`src/rtl/sprite_load_scheduler.sv`:
```
// On each hsync rising edge, walks the enabled sprites in index order. Each gets a one-cycle load pulse and a
// SLOT_CYCLES-long slot owning the shared bitmap ROM; rom_sel is registered, rom_addr is a combinational mux.
module sprite_load_scheduler #(
    parameter int NUM_SPRITES = 4,
    parameter int SLOT_CYCLES = 4,
    parameter int ADDR_W      = 4,
    parameter int SEL_W       = 2
) (
    input  logic                          clk,
    input  logic                          reset,
    input  logic                          hsync,
    input  logic                          vsync,
    input  logic [NUM_SPRITES-1:0]        sprite_en,
    input  logic [NUM_SPRITES*ADDR_W-1:0] rom_addr_in,
    output logic [NUM_SPRITES-1:0]        load,
    output logic [SEL_W-1:0]              rom_sel,
    output logic [ADDR_W-1:0]             rom_addr,
    output logic                          busy,
    output logic                          overrun
);

    localparam int CNT_W = (SLOT_CYCLES > 1) ? $clog2(SLOT_CYCLES) : 1;
    localparam logic [CNT_W-1:0] CNT_LAST = CNT_W'(SLOT_CYCLES - 1);

    typedef enum logic [1:0] {IDLE, SLOT, DONE} state_t;

    state_t                 state, state_d;
    logic                   hsync_q, vsync_q;
    logic                   hs_start, vs_start;
    logic [NUM_SPRITES-1:0] mask, mask_d;
    logic [CNT_W-1:0]       cnt, cnt_d;
    logic [SEL_W-1:0]       sel_d;
    logic [NUM_SPRITES-1:0] load_d;
    logic                   busy_d, overrun_d;

    logic                   first_vld, next_vld;
    logic [SEL_W-1:0]       first_idx, next_idx;
    logic [NUM_SPRITES-1:0] first_oh, next_oh;

    assign hs_start = hsync & ~hsync_q;
    assign vs_start = vsync & ~vsync_q;

    // Lowest enabled sprite (for a new sequence) and lowest latched sprite above the current one.
    always_comb begin
        first_vld = 1'b0;
        first_idx = '0;
        first_oh  = '0;
        next_vld  = 1'b0;
        next_idx  = '0;
        next_oh   = '0;
        for (int i = NUM_SPRITES - 1; i >= 0; i--) begin
            if (sprite_en[i]) begin
                first_vld   = 1'b1;
                first_idx   = SEL_W'(i);
                first_oh    = '0;
                first_oh[i] = 1'b1;
            end
            if (mask[i] && (i > int'(rom_sel))) begin
                next_vld   = 1'b1;
                next_idx   = SEL_W'(i);
                next_oh    = '0;
                next_oh[i] = 1'b1;
            end
        end
    end

    always_comb begin
        state_d   = state;
        mask_d    = mask;
        cnt_d     = cnt;
        sel_d     = rom_sel;
        load_d    = '0;
        busy_d    = busy;
        overrun_d = overrun;
        if (vs_start) overrun_d = 1'b0;
        if (hs_start && (state != IDLE)) overrun_d = 1'b1;
        case (state)
            IDLE: begin
                if (hs_start) begin
                    mask_d = sprite_en;
                    if (first_vld) begin
                        sel_d   = first_idx;
                        load_d  = first_oh;
                        cnt_d   = '0;
                        busy_d  = 1'b1;
                        state_d = SLOT;
                    end
                end
            end
            SLOT: begin
                cnt_d = cnt + CNT_W'(1);
                if (cnt == CNT_LAST) begin
                    if (next_vld) begin
                        sel_d  = next_idx;
                        load_d = next_oh;
                        cnt_d  = '0;
                    end else begin
                        busy_d  = 1'b0;
                        state_d = DONE;
                    end
                end
            end
            DONE: begin
                busy_d  = 1'b0;
                state_d = IDLE;
            end
            default: state_d = IDLE;
        endcase
    end

    always_ff @(posedge clk or negedge reset) begin
        if (!reset) begin
            state   <= IDLE;
            hsync_q <= 1'b0;
            vsync_q <= 1'b0;
            mask    <= '0;
            cnt     <= '0;
            rom_sel <= '0;
            load    <= '0;
            busy    <= 1'b0;
            overrun <= 1'b0;
        end else begin
            state   <= state_d;
            hsync_q <= hsync;
            vsync_q <= vsync;
            mask    <= mask_d;
            cnt     <= cnt_d;
            rom_sel <= sel_d;
            load    <= load_d;
            busy    <= busy_d;
            overrun <= overrun_d;
        end
    end

    always_comb begin
        rom_addr = '0;
        for (int i = 0; i < NUM_SPRITES; i++) begin
            if (rom_sel == SEL_W'(i)) rom_addr = rom_addr_in[i*ADDR_W +: ADDR_W];
        end
    end

endmodule
```
`config.mk`:
```
export PLATFORM = sky130hd
export DESIGN_NAME = sprite_load_scheduler
export DESIGN_NICKNAME = d
export VERILOG_FILES = /design/src/rtl/sprite_load_scheduler.sv
export SDC_FILE = /design/constraint.sdc
export NUM_CORES = 1
export LEC_CHECK = 0
export CAP_MARGIN = 20
export CELL_PAD_IN_SITES_DETAIL_PLACEMENT = 2
export CELL_PAD_IN_SITES_GLOBAL_PLACEMENT = 2
export CORE_MARGIN = 2
export CORE_UTILIZATION = 26
export DETAILED_ROUTE_END_ITERATION = 10
export PLACE_DENSITY = 0.87
export REMOVE_ABC_BUFFERS = 1
export SYNTH_ARGS = -nofsm -noshare
export SYNTH_HDL_FRONTEND = slang
export SYNTH_SLANG_ARGS = --single-unit
```
`constraint.sdc`:
```
create_clock -name clk -period 2.26 [get_ports clk]
set_input_delay 0.452 -clock clk [delete_from_list [all_inputs] [get_ports clk]]
set_output_delay 0.452 -clock clk [all_outputs]
set_load 0.02 [all_outputs]
```
---- Yosys cells after proc, flatten, opt, wreduce, memory -nomap -nowiden ----
Index checks and enable logic that the tools add are counted.
W data, S select, Z words.
storage, ports and cells
  bits in registers ....................... 18
  input bits .............................. 24
  output and inout bits ................... 12
  word-level logic and storage cells ...... 95
operators by class
  add/subtract/negate cells ............... 1
  order comparisons ....................... 3
  eq/ne operators ......................... 11
  muxes and demuxes ....................... 52
  bitwise logic cells ..................... 4
  reduce and logical (&&, ||, !) cells .... 15
operators with widths
  operator               number
  $mux W4                15
  $mux W2                19
  $mux W1                13
  $pmux W2 S2            3
  $ne A2 B2 Y1 const B   5
  $reduce_and A5 Y1      2
  $eq A2 B2 Y1 const B   4
  $pmux W4 S2            1
  $reduce_bool A2 Y1     3
  $eq A2 B1 Y1 const B   2
  $gt A2 B2 Y1 const A   2
  $logic_and A1 B1 Y1    4
  $logic_not A2 Y1       2
  $reduce_and A4 Y1      1
  $pmux W1 S3            1
  $reduce_and A3 Y1      1
  $reduce_bool A3 Y1     1
  $add A2 B1 Y2 const B  1
  $and A1 B1 Y1          2
  $gt A1 B2 Y1 const A   1
  $not A1 Y1             2
  $reduce_and A2 Y1      1

---- Longest topological paths before layout ----
  word-level depth ........................ 8
  mapped depth ............................ 7
  mapped depth without buffers ............ 6

---- Worst setup path after synthesis ----
Ideal clock, no wire load.
  kind .................................... register -> output
  start ................................... register rom_sel[1]
  end ..................................... output port rom_addr[2]
  arrival time ............................ 1.256 ns
  data required time ...................... 1.808 ns
  path slack .............................. 0.552 ns
  cell stages (with the launch flop) ...... 3
  path buffers ............................ 1
  path through ............................ dfrtp_1 buf_2 mux4_2
on the way
  longest elaborated chain between the ends .. 5
  elaborated cells between the ends (all ways) .. 8
  classes of those cells .................. eq/ne: 3; mux: 4; reduce/logical: 1
ends and longest elaborated chain
  item                      RTL line  text
  start: declaration        16        output logic [SEL_W-1:0] rom_sel,
  start signal: assignment  128       rom_sel <= sel_d;
  $logic_not A2 Y1          138       if (rom_sel == SEL_W'(i)) rom_addr = rom_addr_in[i*ADDR_W +: ADDR_W];
  $mux W4 (3 in series)     138
  $mux W4 *                 138
  end: declaration          17        output logic [ADDR_W-1:0] rom_addr,
Mark *: on every way between the ends. The rest lies on a longest branch, timed or not.

---- Worst setup path in the final report ----
  start ................................... input port rom_addr_in[13]
  end ..................................... output port rom_addr[1]
on the way
  longest elaborated chain between the ends .. 1
ends and longest elaborated chain
  item                RTL line  text
  start: declaration  14        input logic [NUM_SPRITES*ADDR_W-1:0] rom_addr_in,
  $mux W4             138
No other way between the ends.

==> out/qor.yml <==
clocking:
  clock_latency_ns: 0.25
  path_clk_slew_ns: 0.06
  cts_inserted_buffers: 3
  cts_sinks: 17
  cts_tree: "yes"
  htreeDepth: 1
  cts-root-buf: "clkbuf_8"
  clockBufferDepth: 2
  cts_setup_buffers: 0
logic_synthesis:
  ys_ff_latch: 17
  ys.warnings.count: 0
  syn_area_sq_um: 1002
  synth-async-reset-ratio: 1.000
  synth_ff_type: "dfrtp_1"
  syn_avg_cell_area_sq_um: 10.78
  synth.distinct_cells: 33
  synth-edff-count: 0
  ys_seq_area_frac: 0.4245
  syn_inst: 93
sta:
  rsz0062_at_grt: "false"
  hold_viol_final: 0
  worstMarginPinSlew_ns: 0.4137
  max-slew-margin-rel: 0.7242
  tns_ns: 0
  fin_crit_ns: 2.113
  drv_slew: 0
  period_share: 0.9350
  setup_viol: 0
  clock_skew_ns: 0.003162
  fmax_mhz: 473.2
grt:
  grt_pass1_vias: 1070
  overflow: 0
  grt_pass1_wl_um: 5223
  grt_start_max_net_pins: 18
  antenna_found_initial: 0
  grt_use_total: 0.1556
drt:
  drc_errors: 0
  vias_per_cell: 5.144
  dr.first_iter.drc_count: 10
  ant_nets: 0
  vias: 931
  wl_um: 3021
  avgRoutedWirePerCell_um: 16.69
  drt_first_pass_iters: 4
placement:
  port_buffers: 35
  detailedPlacementHpwl_um: 2358
  place.gp.congestion: 0.8144
finish:
  layout_commonest_cell: "clkdlybuf4s50_1"
  fillers: 405
  areaGrowthSynthToFinish_pct: 46.57
  final_cell_mix: "clkdlybuf4s50_1, dfrtp_1, inv_1"
  nNetsFinal: 162
  drive_gt1_frac: 0.1353
  diodes: 0
worst_setup_path:
  arrival_ns: 1.66
  worstSetupPathType: "input port to output pin"
  rr_worst_depth: 6
  path_cells: "clkdlybuf4s50_1 > mux4_2 > dlygate4sd2_1"
  crit_slowest_cell: "mux4_2"
  reg2reg_setup_slack_ns: 0.46
  endpoint_kind: "output pin"
  worstSetupStartpointType: "input port"
  cp_max_fo: 1
  slowest_delay_ns: 0.46
  worstPathRequired_ns: 1.81
worst_hold_path:
  min_path_cells: 2
  min_path_type: "register to register"
floorplan:
  core-area_sq_um: 3689
  start_util: 0.2717
  die_y_um: 66.09
  dieArea_sq_um: 4367
  rows: 22
  design.portCount: 36
  dieWidth_um: 66.09
job:
  max_cap_violations: 0
power_and_ir_drop:
  total_power_w: 0.001655
  irDropWorstVdd_v: 0.0004839
  p_leak_nw: 0.6059
  p_per_area_nw_per_um2: 1127
run_status:
  status: "complete, no violations"
final cells by class:
class / count / area, sq um / share of cell area
Sequential cell: 17 / 426.7 / 0.2905
Tap cell: 48 / 60.06 / 0.04089
Inverter: 12 / 45.04 / 0.03066
Timing Repair Buffer: 39 / 375.4 / 0.2555
Multi-Input combinational cell: 61 / 516.7 / 0.3518
Clock buffer: 4 / 45.04 / 0.03066
power breakdown:
part,switching [W],internal (W)
registers,0.000123,0.000409
logic,0.000474,0.000422
clock network,0.000103,0.000125
total,0.000700,0.000956
per-layer routing:
metal	part of all wire	track usage
met1	0.41	0.1780
met2	0.52	0.2838
met3	0.065	0.04600
met4	0.0040	0.03316
met5	0	0
timing repair:
item | 4_1_cts | 5_1_grt
setup endpoints to repair | 4 | 0
hold buffers | 0 | 0
resized for setup | 5 | 0
sequential cells by signal, indices dropped and copies added (netlist names), 2 cells and up:
signal and cells:
mask 3, state 2, rom_sel 2, load 4, cnt 2
logic make-up (layout without fill, tap and decap cells):
kind of cell	count (synthesis)	in the layout	share of synthesized area
AOI/OAI and AO/OA	30	30	0.2097
adders and majority gates	4	4	0.04994
buffers and inverters	15	55	0.05992
DFF	17	17	0.4245
muxes	8	8	0.1361
and+or+nand+nor	19	19	0.1198
synth_stat cells (all sizes together), types with 2 or more instances:
master  count  area share
o22ai       2       0.012
mux2        2       0.026
ha          4       0.050
buf         3       0.015
o21ai       8       0.040
a21oi       4       0.020
mux2i       2       0.020
nand2       4       0.015
dfrtp      17        0.42
nor2        4       0.015
mux4        4       0.090
nor2b       2       0.012
o211ai      4       0.030
a31oi       4       0.031
inv        12       0.045
nand2b      4       0.025
final timing paths:
check                                 from     endpoint
min                                vsync_q      overrun
min in group asynchronous            reset   rom_sel[0]
min reg2reg                        vsync_q      overrun
max                        rom_addr_in[13]  rom_addr[1]
max in group asynchronous            reset   rom_sel[0]
max reg2reg                       state[1]     state[0]
through the flow:
step,instances,hold WS (ns),util,worst slack (ns),instance area [sq um]
global route,181,0.5276,0.3982,0.1225,1469
global placement,177,0.4727,0.3870,-0.07430,1428
CTS,181,0.5001,0.3982,0.1446,1469
detailed placement,177,0.4659,0.3870,-0.07198,1428
finish,181,0.4929,0.3982,0.1469,1469
floorplan,90,0.1564,-,0.5824,987.2
critical path, delay by kind of cell:
family / cells / cell delay (ns)
buf+inv: 2 / 0.75
mux: 1 / 0.46
No activity file was read; power rests on OpenSTA's default activity.
